**config.mk**
```make
export PLATFORM = sky130hd
export DESIGN_NAME = approx_shift_add_multiplier_ctrl_flat
export DESIGN_NICKNAME = d
export VERILOG_FILES = /design/src/rtl/approx_shift_add_multiplier_ctrl_if.sv /design/src/rtl/approx_shift_add_multiplier_ctrl.sv /design/src/flat_wrapper.sv
export SDC_FILE = /design/constraint.sdc
export NUM_CORES = 1
export LEC_CHECK = 0
export ABC_AREA = 0
export CAP_MARGIN = 20
export CORE_ASPECT_RATIO = 0.8
export CORE_MARGIN = 3
export CORE_UTILIZATION = 40
export CTS_BUF_LIST = sky130_fd_sc_hd__clkbuf_4 sky130_fd_sc_hd__clkbuf_8 sky130_fd_sc_hd__clkbuf_16
export DETAILED_ROUTE_END_ITERATION = 12
export PLACE_DENSITY = 0.75
export SLEW_MARGIN = 15
export SYNTH_ARGS = -nofsm -noshare
export SYNTH_HDL_FRONTEND = slang
export SYNTH_SLANG_ARGS = --single-unit
```
**constraint.sdc**
```tcl
create_clock -name clk -period 1.65 [get_ports clk]
set_clock_uncertainty 0.1 [all_clocks]
set_input_delay 0.33 -clock clk [delete_from_list [all_inputs] [get_ports clk]]
set_output_delay 0.33 -clock clk [all_outputs]
set_load 0.01 [all_outputs]
```
**src/rtl/approx_shift_add_multiplier_ctrl_if.sv**
```systemverilog
// Handshake and adder-facing bus of the shift-and-add multiplier controller.
// slave = controller side, master = requester/consumer/adder side.
interface approx_shift_add_multiplier_ctrl_if #(
  parameter int OP_WIDTH   = 8,
  parameter int MASK_WIDTH = 3
);
  logic                    in_valid;
  logic                    in_ready;
  logic [OP_WIDTH-1:0]     a;
  logic [OP_WIDTH-1:0]     b;
  logic [MASK_WIDTH-1:0]   mask_in;
  logic [2*OP_WIDTH-1:0]   adder_in1;
  logic [2*OP_WIDTH-1:0]   adder_in2;
  logic [MASK_WIDTH-1:0]   adder_mask;
  logic [2*OP_WIDTH-1:0]   adder_out;
  logic                    out_valid;
  logic                    out_ready;
  logic [2*OP_WIDTH-1:0]   product;

  modport slave (
    input  in_valid, a, b, mask_in, adder_out, out_ready,
    output in_ready, adder_in1, adder_in2, adder_mask, out_valid, product
  );

  modport master (
    output in_valid, a, b, mask_in, adder_out, out_ready,
    input  in_ready, adder_in1, adder_in2, adder_mask, out_valid, product
  );
endinterface

```
**src/rtl/approx_shift_add_multiplier_ctrl.sv**
```systemverilog
// Sequential shift-and-add multiplier driving an external approximate adder, one step per clock.
// Optional early termination on exhausted multiplier bits: define ZERO_SKIP_EN.
module approx_shift_add_multiplier_ctrl #(
  parameter int OP_WIDTH   = 8,
  parameter int MASK_WIDTH = 3
) (
  input logic clk,
  input logic rst_n,
  approx_shift_add_multiplier_ctrl_if.slave bus
);
  localparam int PW = 2 * OP_WIDTH;
  localparam int CW = (OP_WIDTH > 1) ? $clog2(OP_WIDTH) : 1;
  localparam logic [CW-1:0] LAST = CW'(OP_WIDTH - 1);

  typedef enum logic [1:0] {IDLE, ACC, DONE} state_t;

  state_t                state, state_next;
  logic [PW-1:0]         acc;
  logic [PW-1:0]         mcand;
  logic [OP_WIDTH-1:0]   mplier;
  logic [CW-1:0]         count;
  logic [MASK_WIDTH-1:0] mask_r;
  logic                  accept;
  logic                  last_step;

  assign accept = bus.in_valid && (state == IDLE);

`ifdef ZERO_SKIP_EN
  // Once the remaining multiplier bits are all zero, later steps would only add 0.
  assign last_step = (count == LAST) || ((mplier >> 1) == '0);
`else
  assign last_step = (count == LAST);
`endif

  always_ff @(posedge clk or negedge rst_n) begin
    if (!rst_n) state <= IDLE;
    else        state <= state_next;
  end

  always_comb begin
    state_next     = state;
    bus.in_ready   = 1'b0;
    bus.out_valid  = 1'b0;
    bus.adder_in1  = '0;
    bus.adder_in2  = '0;
    bus.adder_mask = mask_r;
    bus.product    = '0;
    case (state)
      IDLE: begin
        bus.in_ready = 1'b1;
        if (bus.in_valid) begin
`ifdef ZERO_SKIP_EN
          state_next = (bus.b == '0) ? DONE : ACC;
`else
          state_next = ACC;
`endif
        end
      end
      ACC: begin
        bus.adder_in1 = acc;
        bus.adder_in2 = mplier[0] ? mcand : '0;
        if (last_step) state_next = DONE;
      end
      DONE: begin
        bus.out_valid = 1'b1;
        bus.product   = acc;
        if (bus.out_ready) state_next = IDLE;
      end
      default: state_next = IDLE;
    endcase
  end

  always_ff @(posedge clk or negedge rst_n) begin
    if (!rst_n) begin
      acc    <= '0;
      mcand  <= '0;
      mplier <= '0;
      count  <= '0;
      mask_r <= '0;
    end else if (accept) begin
      acc    <= '0;
      mcand  <= PW'(bus.a);
      mplier <= bus.b;
      count  <= '0;
      mask_r <= bus.mask_in;
    end else if (state == ACC) begin
      // Adder result is taken at full product width; no carry-out exists.
      acc    <= bus.adder_out;
      mcand  <= mcand << 1;
      mplier <= mplier >> 1;
      count  <= count + 1'b1;
    end
  end
endmodule

```
**src/flat_wrapper.sv**
```systemverilog
// flat-port wrapper written by rule: the top's interface ports become plain ports
module approx_shift_add_multiplier_ctrl_flat 
#(
  parameter int OP_WIDTH   = 8,
  parameter int MASK_WIDTH = 3
)
  (clk, rst_n, bus_in_valid, bus_a, bus_b, bus_mask_in, bus_adder_out, bus_out_ready, bus_in_ready, bus_adder_in1, bus_adder_in2, bus_adder_mask, bus_out_valid, bus_product);
  approx_shift_add_multiplier_ctrl_if #(.OP_WIDTH(OP_WIDTH), .MASK_WIDTH(MASK_WIDTH)) bus_i ();
  input logic clk;
  input logic rst_n;
  input wire logic [$bits(bus_i.in_valid)-1:0] bus_in_valid;
  input wire logic [$bits(bus_i.a)-1:0] bus_a;
  input wire logic [$bits(bus_i.b)-1:0] bus_b;
  input wire logic [$bits(bus_i.mask_in)-1:0] bus_mask_in;
  input wire logic [$bits(bus_i.adder_out)-1:0] bus_adder_out;
  input wire logic [$bits(bus_i.out_ready)-1:0] bus_out_ready;
  output wire logic [$bits(bus_i.in_ready)-1:0] bus_in_ready;
  output wire logic [$bits(bus_i.adder_in1)-1:0] bus_adder_in1;
  output wire logic [$bits(bus_i.adder_in2)-1:0] bus_adder_in2;
  output wire logic [$bits(bus_i.adder_mask)-1:0] bus_adder_mask;
  output wire logic [$bits(bus_i.out_valid)-1:0] bus_out_valid;
  output wire logic [$bits(bus_i.product)-1:0] bus_product;
  assign bus_i.in_valid = bus_in_valid;
  assign bus_i.a = bus_a;
  assign bus_i.b = bus_b;
  assign bus_i.mask_in = bus_mask_in;
  assign bus_i.adder_out = bus_adder_out;
  assign bus_i.out_ready = bus_out_ready;
  assign bus_in_ready = bus_i.in_ready;
  assign bus_adder_in1 = bus_i.adder_in1;
  assign bus_adder_in2 = bus_i.adder_in2;
  assign bus_adder_mask = bus_i.adder_mask;
  assign bus_out_valid = bus_i.out_valid;
  assign bus_product = bus_i.product;
  approx_shift_add_multiplier_ctrl #(.OP_WIDTH(OP_WIDTH), .MASK_WIDTH(MASK_WIDTH)) u_core (.clk(clk), .rst_n(rst_n), .bus(bus_i));
endmodule
```
; ---- After elaboration in Yosys (flattened, before gate mapping)
; Index checks and enable logic that the tools add are counted.
[totals]
ff_bits = 48
inputBits = 39
word_cells = 35
[op_classes]
n_addsub = 1
n_eq_ne = 6
muxes = 18
n_reduce_logical = 4
[ops]
columns = cell, n
row1 = 16-bit 2-to-1 mux, 8
row2 = 8-bit 2-to-1 mux, 2
row3 = 2-bit 2-to-1 mux, 3
row4 = 3-bit 2-to-1 mux, 2
row5 = 2-bit case mux with 3 select lines, 1
row6 = "2-bit inequality test, second input constant", 2
row7 = "3-bit by 1-bit adder with 3-bit output, second input constant", 1
row8 = "3-bit equality test, second input constant", 1
row9 = 3-bit AND reduction, 1
row10 = "2-bit by 1-bit equality test with 1-bit output, second input constant", 1
row11 = "2-bit equality test, second input constant", 1
row12 = 2-bit zero test, 1
row13 = 1-bit 2-to-1 mux, 2
row14 = "2-bit by 1-bit inequality test with 1-bit output, second input constant", 1
row15 = 2-bit nonzero test, 1
row16 = 1-bit logical AND, 1

; ---- Depth between registers and ports, before layout
; Gate-level depths: netlist of the first run.
[logic_depth]
word_depth = 3
depth_mapped = 6
depth_no_buf = 4

; ---- Worst setup path after synthesis of the first run
; Ideal clock, no wire load.
[synth_timing]
kind = reg-to-output
startpoint = register u_core.state[0]
endpoint = output port bus_product[10]
t_arrival_ps = 1187
required_ps = 1220
slack_ps = 33
path_stages_with_launch = 5
cell_sequence = dfrtp_1 buf_4 nor2b_1 buf_2 and2_1
[synth_via]
elab_chain_cells = 2
[synth_lines]
columns = item, line_no
row1 = from (decl), approx_shift_add_multiplier_ctrl.sv:17  ; state_t state, state_next;
row2 = from (signal assigned), approx_shift_add_multiplier_ctrl.sv:37  ; else state <= state_next;
row3 = 2-bit equality test, approx_shift_add_multiplier_ctrl.sv:48  ; case (state)
row4 = 16-bit 2-to-1 mux, approx_shift_add_multiplier_ctrl.sv:48
row5 = to (decl), flat_wrapper.sv:22  ; output wire logic [$bits(bus_i.product)-1:0] bus_product;
; No other way between the ends.

; ---- Final worst setup path of the first run
[layout_timing]
startpoint = register u_core.state[1]
endpoint = output port bus_adder_in2[0]
[layout_via]
elab_chain_cells = 2
[layout_lines]
columns = item, line_no
row1 = 2-bit by 1-bit equality test with 1-bit output, approx_shift_add_multiplier_ctrl.sv:48
row2 = 16-bit 2-to-1 mux, approx_shift_add_multiplier_ctrl.sv:48
row3 = to (decl), flat_wrapper.sv:19  ; output wire logic [$bits(bus_i.adder_in2)-1:0] bus_adder_in2;
; No other way between the ends.

==> results of run 1 <==
cell type report:
class,instances,area (um2)
Clock inverter,2,10.01
Timing Repair Buffer,139,1495
Tap cell,78,97.59
Multi-Input combinational cell,150,1185
Clock buffer,6,82.58
Inverter,1,3.754
Fill cell,392,1449
Sequential cell,48,1202
stage by stage:
stage | hold WS, ps | setup slack [ps] | util [%] | power [mW]
2_1_floorplan | -65.59 | 32.57 | - | 3.754
3_3_place_gp | 214.1 | -222.7 | 62.30 | 5.235
3_5_place_dp | 216.5 | -265.1 | 62.30 | 5.339
4_1_cts | 417.4 | -272.4 | 66.12 | 6.466
5_1_grt | 447.8 | -349.9 | 73.78 | 7.712
6_report | 409.9 | -289.2 | 73.78 | 7.298
worst max path at each step:
| stage | from | end | slack, ps | depth (start not counted) |
|---|---|---|---|---|
| after CTS | u_core.state[1] | bus_adder_in2[7] | -270 | 5 |
| after global routing | u_core.state[1] | bus_adder_in2[11] | -350 | 5 |
| final | u_core.state[1] | bus_adder_in2[0] | -290 | 5 |
| after floorplan | u_core.state[0] | bus_product[10] | 30 | 4 |
| after detailed placement | u_core.state[1] | bus_product[3] | -270 | 4 |
| after global placement | bus_in_valid | u_core.mcand[11] | -220 | 5 |
metal layers:
layer	wire length (um)	vias up	part of all wire, %	global-route usage [%]
li1	-	1021	-	-
met1	3178	1085	42	26.84
met2	3770	76	50	35.32
met3	442	12	5.9	5.662
met4	128	0	1.7	6.020
met5	0	-	0	0
placed cells by master (no fill, tap or decap), types with 13 or more instances in the layout:
| master | Yosys | layout |
|---|---|---|
| clkdlybuf4s50_1 | 0 | 37 |
| buf_6 | 4 | 59 |
| nor2_1 | 15 | 14 |
| and3_4 | 0 | 14 |
| buf_4 | 2 | 23 |
| nor3_1 | 26 | 24 |
| nor3b_1 | 13 | 13 |
| dfrtp_1 | 48 | 47 |
| a22o_1 | 27 | 27 |
| and2_4 | 0 | 30 |
timing repair:
item,CTS,global route
resized for setup,251,86
hold buffers,1,0
endpoints found under the hold margin,19,0
setup endpoints to repair,66,69
pin swaps,19,23
buffers inserted,16,1
cloned,5,4
state kept, by name, summed over array words and instances (netlist names):
| name | flops |
|---|---|
| u_core.acc | 16 |
| u_core.bus.adder_mask | 3 |
| u_core.count | 3 |
| u_core.mcand | 16 |
| u_core.mplier | 8 |
| u_core.state | 2 |
power by group through the flow:
| stage | Clock [mW] | Sequential [mW] | Combinational (mW) |
|---|---|---|---|
| after floorplan | 0 | 2.00 | 1.75 |
| after global placement | 0 | 2.08 | 3.16 |
| after detailed placement | 0 | 2.11 | 3.23 |
| after CTS | 0.739 | 2.10 | 3.62 |
| after global routing | 0.800 | 2.22 | 4.69 |
| final | 0.725 | 2.17 | 4.41 |
cells by family (layout without fill, tap and decap cells):
logic type / count (synthesis) / count (layout)
buf+inv: 20 / 148
flops: 48 / 48
compound gates: 33 / 33
simple gates: 111 / 111
fa+ha+maj: 2 / 2
mux: 4 / 4
==> out/metrics.cfg, run 1 <==
[timing]
fin_crit_ps=1939
setup_viol=53
finalSetupTns_ps=-11100
finalHoldViolCount=0
rsz0062_at_grt=yes
layout_setup_ws_ps=-289.2
maxSlewViolCount=0
worstMarginPinSlew_ps=492.0
max_freq_mhz=515.7
fin_crit_sh_pct=117.5
slew_headroom_pct=67.20

[placement]
place_inst=393
postPlaceCellArea_um2=3442
dpl.hpwl_um=4429
gp_congestion=0.7784
port_buffers=91

[layout]
area_delta_synth_final_pct=76.11
fin_area_um2=4076
final_nets=386
antennaDiodeCount=0
layout.cells.non_filler=424
final_layout_size_suffix_gt1_share_pct=46.82

[routing]
drc_errors=0
wire_per_inst_um=17.74
routed_wl_um=7520
dr.pass1.iters=4
drt_iter0_drc=103
ant_nets=0
via_per_inst=5.175
vias=2194

[yosys]
synthMuxAreaShare_pct=1.946
synth.most_common_cell=dfrtp_1
synthAdderAreaFrac_pct=1.081
synthArstFlopShare_pct=100.0
synthTopCellsByCount=48 x dfrtp_1, 32 x and2_1, 27 x a22o_1, 26 x nor3_1, 16 x and3_1
synth-edff-count=0
synth_xor_xnor_area_share_pct=0
ys_top_cells_by_area=dfrtp_1 52%, a22o_1 10%, and2_1 8.6%
synth-seq-cells=48
netlist_area_um2=2315
synth_top_area_cell=dfrtp_1
synth-simple-area-share_pct=27.51
avgSynthCellArea_um2=10.62
yosys_warnings=0
synth_nets=259
synth_top_family_by_area=simple AND/OR/NAND/NOR gates
synthDistinctLibCells=25
seq_area_frac_synth_pct=51.89
yosys_most_used_dff=dfrtp_1
synth_compound_area_share_pct=12.16
netlist_instances=218
synth_top_area_share_pct=51.89

[grt]
grt_overflow=0
grt_max_degree=25
grt_pass1_vias=2148
grt_pass1_wl_um=10980
antenna_found_initial=0
grt_usage_pct=20.87

[cts]
tritoncts=built
path_clk_slew_ps=80
clock_latency_ps=310
max-clock-path-buffers=2
cts.sinks=48
root_buffer=clkbuf_8
cts_max_level=2
numCtsBuffers=5

[flow_run]
cap_violations=0

[power_and_ir_drop]
sequentialPowerShare_pct=29.7
sw_frac_of_total_pct=35.03
internal-power_mw=4.741
p_comb_share_pct=60.4
power-per-cell-area_nw_per_um2=1790
ir_drop_mv=1.013
p_leak_nw=1.914
p_sw_mw=2.557
clock_power_share_pct=9.9

[setup_path]
critPathArrivalTime_ps=1510
r2r-end=u_core.bus.adder_mask[0]
cp.required_ps=1220
critPathMaxStageDelay_ps=450
cp_num_buf_inv=3
crit_path_start_kind=flip-flop
crit_path_end_kind=output pin
path_max_fanout=4
crit_slowest_cell=dfrtp_2
r2r_setup_slack_ps=-30
worstSetupPathType=reg -> out
cp_cell_sequence=nor2b_4 -> buf_12 -> clkbuf_16 -> and3_1 -> buf_2
r2r_start=u_core.state[1]
crit_family=flip-flops
r2r_cells=6

[run_status]
status=complete, but fails checks
violations=setup timing

[floorplanning]
die-area_um2=6741
start_util_pct=41.89
die_w_um=91.05
core.rowCount=24
die_y_um=74.04
fp.coreArea_um2=5525
ioPinCount=92

[worst_hold_path]
hold_class=in -> async

Power figures use the tool's default switching activity.
==> run 2, diff against run 1 <==
--- a/config.mk
+++ b/config.mk
@@ -10,9 +10,9 @@
 export CORE_ASPECT_RATIO = 0.8
 export CORE_MARGIN = 3
 export CORE_UTILIZATION = 40
-export CTS_BUF_LIST = sky130_fd_sc_hd__clkbuf_4 sky130_fd_sc_hd__clkbuf_8 sky130_fd_sc_hd__clkbuf_16
+export CTS_BUF_LIST = sky130_fd_sc_hd__clkbuf_8 sky130_fd_sc_hd__clkbuf_16
 export DETAILED_ROUTE_END_ITERATION = 12
-export PLACE_DENSITY = 0.75
+export PLACE_DENSITY = 0.74
 export SLEW_MARGIN = 15
 export SYNTH_ARGS = -nofsm -noshare
 export SYNTH_HDL_FRONTEND = slang
==> run 2 against run 1 <==
  * The run still ends with setup timing left
  * Die area unchanged
  * Critical path depth grew 1
  * Non-clock buffer count rose by 15
  * Core utilization increased by 0.72 points
==> out/metrics.cfg, run 2 (same netlist as run 1, synthesis figures left out) <==
[cts]
path_clk_slew_ps=80
max-clock-path-buffers=2
tritoncts=built
clock_latency_ps=300
cts.sinks=48
numCtsBuffers=5
root_buffer=clkbuf_8
cts_max_level=2

[run_status]
status=complete, but fails checks
violations=setup timing

[setup_path]
critPathArrivalTime_ps=1560
crit_path_start_kind=flip-flop
path_depth=6
crit_path_end_kind=output pin
path_max_fanout=7
cp_cell_sequence=nor2b_4 -> buf_12 -> buf_8 -> buf_6 -> and3_4 -> buf_6
worstSetupPathType=reg -> out
crit_path_start=u_core.state[1]
crit_end=bus_adder_in2[9]
critPathMaxStageDelay_ps=440
r2r_cells=7
r2r-end=u_core.acc[14]
critical_path.most_common_cell=buf_6
crit_family=buffers and inverters
r2r_setup_slack_ps=-130
r2r_start=u_core.state[1]
cp.required_ps=1220
crit_slowest_cell=dfrtp_1
cp_num_buf_inv=4

[layout]
reg_top3=u_core.acc: 16 flops, u_core.mcand: 16 flops, u_core.mplier: 8 flops
final_layout_size_suffix_gt1_share_pct=44.88
fin_area_um2=4116
final_nets=401
antennaDiodeCount=0
layout_commonest_cell=buf_6
layout_common_cells=54 x buf_6, 48 x dfrtp_1, 37 x clkdlybuf4s50_1
area_delta_synth_final_pct=77.84

[floorplanning]
die_y_um=74.04
die_w_um=91.05
ioPinCount=92
start_util_pct=41.89
core.rowCount=24
die-area_um2=6741
fp.coreArea_um2=5525

[placement]
gp_congestion=0.7911
dpl.hpwl_um=4115
port_buffers=91
postPlaceCellArea_um2=3415

[power_and_ir_drop]
sequentialPowerShare_pct=29.1
clock_power_share_pct=9.7
power-per-cell-area_nw_per_um2=1790
p_sw_mw=2.569
p_leak_nw=1.984
power_mw=7.367
internal-power_mw=4.797
p_comb_share_pct=61.2
sw_frac_of_total_pct=34.88
ir_drop_mv=0.9763

[flow_run]
cap_violations=0

[routing]
drc_errors=0
via_per_inst=5.155
wire_per_inst_um=17.25
routed_wl_um=7573
vias=2263
ant_nets=0
dr.pass1.iters=4
drt_iter0_drc=80

[timing]
rsz0062_at_grt=yes
layout_setup_ws_ps=-342.7
finalHoldViolCount=0
hold_ws_ps=418.3
max_freq_mhz=501.8
setup_viol=85
slew_headroom_pct=82.46
fin_crit_sh_pct=120.8
finalSetupTns_ps=-16670
maxSlewViolCount=0
fin_crit_ps=1993
worstMarginPinSlew_ps=263.0

[grt]
grt_use_met2_pct=30.91
grtUsageMet1_pct=27.97
grt_max_degree=49
antenna_found_initial=0
grtUsageMet3_pct=3.943
grt_pass1_wl_um=10420
grt_busiest_layer=met2
grt_overflow=0
grt_usage_pct=19.80
grt_pass1_vias=2018

[worst_hold_path]
hold_class=reg -> reg

==> run 2: cell count changes in the layout (fill, tap and decap cells not counted), moves of 2 or more <==
cell / previous run / this run
and2_1: 3 / 11
and2_4: 30 / 22
and3_1: 2 / 5
and3_4: 14 / 11
buf_2: 6 / 17
buf_4: 23 / 30
buf_6: 59 / 54
clkinv_2: 2 / 0
inv_1: 1 / 3
==> run 2: worst min-delay path by stage <==
stage,cells after the start,end,slack [ps],startpoint
5_1_grt,1,u_core.mplier[7],430,u_core.mplier[7]
4_1_cts,1,u_core.count[1],410,u_core.count[1]
3_3_place_gp,2,u_core.bus.adder_mask[0],230,rst_n
6_report,1,u_core.bus.adder_mask[2],420,u_core.bus.adder_mask[2]
2_1_floorplan,0,u_core.acc[0],-70,rst_n
3_5_place_dp,2,u_core.bus.adder_mask[0],240,rst_n
==> run 2: layout make-up <==
type | instances | area [um2]
Timing Repair Buffer | 154 | 1579
Fill cell | 380 | 1409
Sequential cell | 48 | 1201
Multi-Input combinational cell | 150 | 1145
Tap cell | 78 | 97.59
Clock buffer | 6 | 82.58
Clock inverter | 2 | 7.507
Inverter | 1 | 3.754
==> run 2: power groups by stage <==
stage	Combinational, mW	Sequential, mW	Clock [mW]
finish	4.51	2.14	0.712
global route	4.80	2.21	0.775
CTS	3.83	2.10	0.725
detailed placement	3.17	2.11	0
global placement	3.11	2.08	0
floorplan	1.75	2.00	0
==> run 2: stage by stage <==
| stage | cells | setup slack [ps] | utilization (%) |
|---|---|---|---|
| after floorplan | 218 | 32.57 | - |
| after global placement | 391 | -230.8 | 61.80 |
| after detailed placement | 391 | -284.6 | 61.80 |
| after CTS | 421 | -321.2 | 66.69 |
| after global routing | 439 | -404.2 | 74.50 |
| final | 439 | -342.7 | 74.50 |
==> run 2: worst register-to-register path, stage by stage (launching register included) <==
cell and delay (ps):
dfrtp_1 440, buf_6 150, buf_6 120, buf_6 110, buf_6 110, or2_4 280
clkbuf_16 180, a22o_1 180
==> run 2: layer usage <==
layer  part of all wire, %  routed length (um)
met1                    46                3482
met3                   4.3                 325
met2                    49                3697
met4                  0.90                  68
met5                     0                   0
==> run 2: repair_timing <==
item | in CTS | in global routing
hold buffers | 1 | 0
resized for setup | 242 | 73
setup endpoints to repair | 53 | 83
endpoints found under the hold margin | 48 | 0
pin swaps | 14 | 21
cloned | 4 | 4
buffers inserted | 17 | 17
==> run 3, diff against run 2 <==
--- a/config.mk
+++ b/config.mk
@@ -5,14 +5,14 @@
 export SDC_FILE = /design/constraint.sdc
 export NUM_CORES = 1
 export LEC_CHECK = 0
-export ABC_AREA = 0
+export ABC_AREA = 1
 export CAP_MARGIN = 20
 export CORE_ASPECT_RATIO = 0.8
 export CORE_MARGIN = 3
 export CORE_UTILIZATION = 40
 export CTS_BUF_LIST = sky130_fd_sc_hd__clkbuf_8 sky130_fd_sc_hd__clkbuf_16
 export DETAILED_ROUTE_END_ITERATION = 12
-export PLACE_DENSITY = 0.74
+export PLACE_DENSITY = 0.73
 export SLEW_MARGIN = 15
 export SYNTH_ARGS = -nofsm -noshare
 export SYNTH_HDL_FRONTEND = slang
==> run 3 against run 2 <==
  * The flow still finishes with violations (setup timing)
  * Combinational power is 36% lower
  * Core utilization is 10 points lower
  * Final cell count increased by 16%
  * Critical path depth stayed put
  * Total power decreased by 24%
  * Hold slack got worse by 40 ps
  * Critical path type unchanged
  * Critical endpoint is now bus_adder_in2[7]
  * Largest cell class is now sequential cells
  * Largest power group unchanged
==> out/metrics.cfg, run 3 <==
[run_status]
status=complete, but fails checks
violations=setup timing

[layout]
final_layout_size_suffix_gt1_share_pct=26.98
layout_common_cells=122 x nand2_1, 48 x dfrtp_1, 45 x buf_2
antennaDiodeCount=0
layout.cells.non_filler=508
reg_top3=u_core.acc: 16 flops, u_core.mcand: 16 flops, u_core.mplier: 8 flops
layout_commonest_cell=nand2_1
area_delta_synth_final_pct=52.13
final_nets=470

[routing]
wire_per_inst_um=12.56
vias=2356
drc_errors=0
drt_iter0_drc=77
ant_nets=0
via_per_inst=4.638
dr.pass1.iters=4
routed_wl_um=6378

[timing]
max_freq_mhz=545.4
worstMarginPinSlew_ps=497.0
setup_viol=49
fin_crit_ps=1833
finalHoldViolCount=0
hold_ws_ps=378.0
layout_setup_ws_ps=-183.5
slew_headroom_pct=66.86
rsz0062_at_grt=yes
maxSlewViolCount=0
fin_crit_sh_pct=111.1

[grt]
grt_overflow=0
grt_pass1_wl_um=10110
antenna_found_initial=0
grtUsageMet1_pct=26.16
grt_pass1_vias=2187
grt_max_degree=25
grt_usage_pct=18.44
grt_use_met2_pct=29.88
grt_busiest_layer=met2
grtUsageMet3_pct=4.247

[cts]
tritoncts=built
numCtsBuffers=5
path_clk_slew_ps=80
cts.sinks=48
root_buffer=clkbuf_8
max-clock-path-buffers=2
cts_max_level=2
clock_latency_ps=290

[yosys]
synth-edff-count=0
synth_top_area_share_pct=51.06
seq_area_frac_synth_pct=51.06
synthTopCellsByCount=124 x nand2_1, 49 x nor2_1, 48 x dfrtp_1, 33 x nand3_1, 31 x inv_1
avgSynthCellArea_um2=7.328
yosys_most_used_dff=dfrtp_1
synthDistinctLibCells=17
synth-seq-cells=48
synth_nets=362
synth_top_area_cell=dfrtp_1
synthArstFlopShare_pct=100.0
netlist_instances=321
yosys_warnings=0
ys_top_cells_by_area=dfrtp_1 51%, nand2_1 20%, nor2_1 7.8%
netlist_area_um2=2352
synth.most_common_cell=nand2_1

[floorplanning]
start_util_pct=42.34
fp.coreArea_um2=5555
ioPinCount=92
core.rowCount=24
die_w_um=91.74
die-area_um2=6843
die_y_um=74.59

[placement]
gp_congestion=0.8379
port_buffers=91
place_inst=492
dpl.hpwl_um=4294

[setup_path]
path_max_fanout=8
crit_path_end_kind=output pin
crit_path_start_kind=flip-flop
critPathArrivalTime_ps=1400
worstSetupPathType=reg -> out
cp.required_ps=1220

[power_and_ir_drop]
p_leak_nw=1.943
power-per-cell-area_nw_per_um2=1575
ir_drop_mv=0.6956

[worst_hold_path]
hold_class=reg -> reg

[flow_run]
cap_violations=0

## run 3: stage by stage
stage               instance area (um2)  utilization (%)  TNS [ps]  total power [mW]  worst slack (ps)
global placement                   3436            61.85     -8758             4.500            -229.8
CTS                                3480            62.64     -5027             5.453            -144.9
detailed placement                 3436            61.85     -9887             4.573            -291.8
finish                             3578            64.41     -5986             5.635            -183.5
floorplan                          2352                -         0             3.372             167.8
global route                       3578            64.41     -8907             6.059            -255.9
## run 3: critical path, stage by stage (launching register included)
cell     delay (ps)
dfrtp_1         400
buf_6           130
nor2_4          140
buf_6           140
nand2_8          80
nor2_2          100
buf_2           130
## run 3: per-layer routing
| metal | up-vias | wire, um |
|---|---|---|
| met3 | 4 | 388 |
| met1 | 1098 | 2909 |
| li1 | 1181 | - |
| met2 | 73 | 3052 |
| met5 | - | 0 |
| met4 | 0 | 27 |
## run 3: cells by family after synthesis
group | after synthesis | share of synthesized area, %
AO/OA/AOI/OAI | 12 | 3.032
adder cells (fa/ha/maj) | 2 | 1.064
buffers and inverters | 51 | 9.680
flip-flops | 48 | 51.06
AND/OR/NAND/NOR | 208 | 35.16
## run 3: layout make-up
class	count	area, um2
fill	496	1977
sequential	48	1201
timing repair inverter	2	20.02
tap	78	97.59
clock inverter	3	38.79
multi-input combinational	222	1042
clock buffer	5	68.82
timing repair buffer	116	969.7
inverter	34	140.1
## run 3: power by group
| group | total [mW] | switching [mW] | internal (mW) |
|---|---|---|---|
| Sequential | 1.91 | 0.273 | 1.64 |
| Combinational | 2.90 | 1.69 | 1.21 |
| Clock | 0.818 | 0.374 | 0.444 |
| Total | 5.64 | 2.34 | 3.29 |
## run 3: timing repair
item,in CTS,in global routing
cloned,3,0
hold endpoints to repair,19,0
endpoints found under the setup margin,60,52
pin swaps,3,2
buffers inserted,4,0
hold buffers,1,0
gates resized for setup,225,29
## run 3: worst paths after layout
path / slack, ps / depth (start not counted) / endpoint / from
setup / recovery: -180 / 6 / bus_adder_in2[7] / u_core.state[1]
hold / removal: 380 / 2 / u_core.bus.adder_mask[2] / u_core.bus.adder_mask[2]
setup reg to reg: 170 / 7 / u_core.state[1] / u_core.state[1]
hold reg to reg: 380 / 2 / u_core.bus.adder_mask[2] / u_core.bus.adder_mask[2]
max in group asynchronous: 510 / 3 / u_core.mplier[6] / rst_n
min in group asynchronous: 430 / 2 / u_core.mcand[15] / rst_n
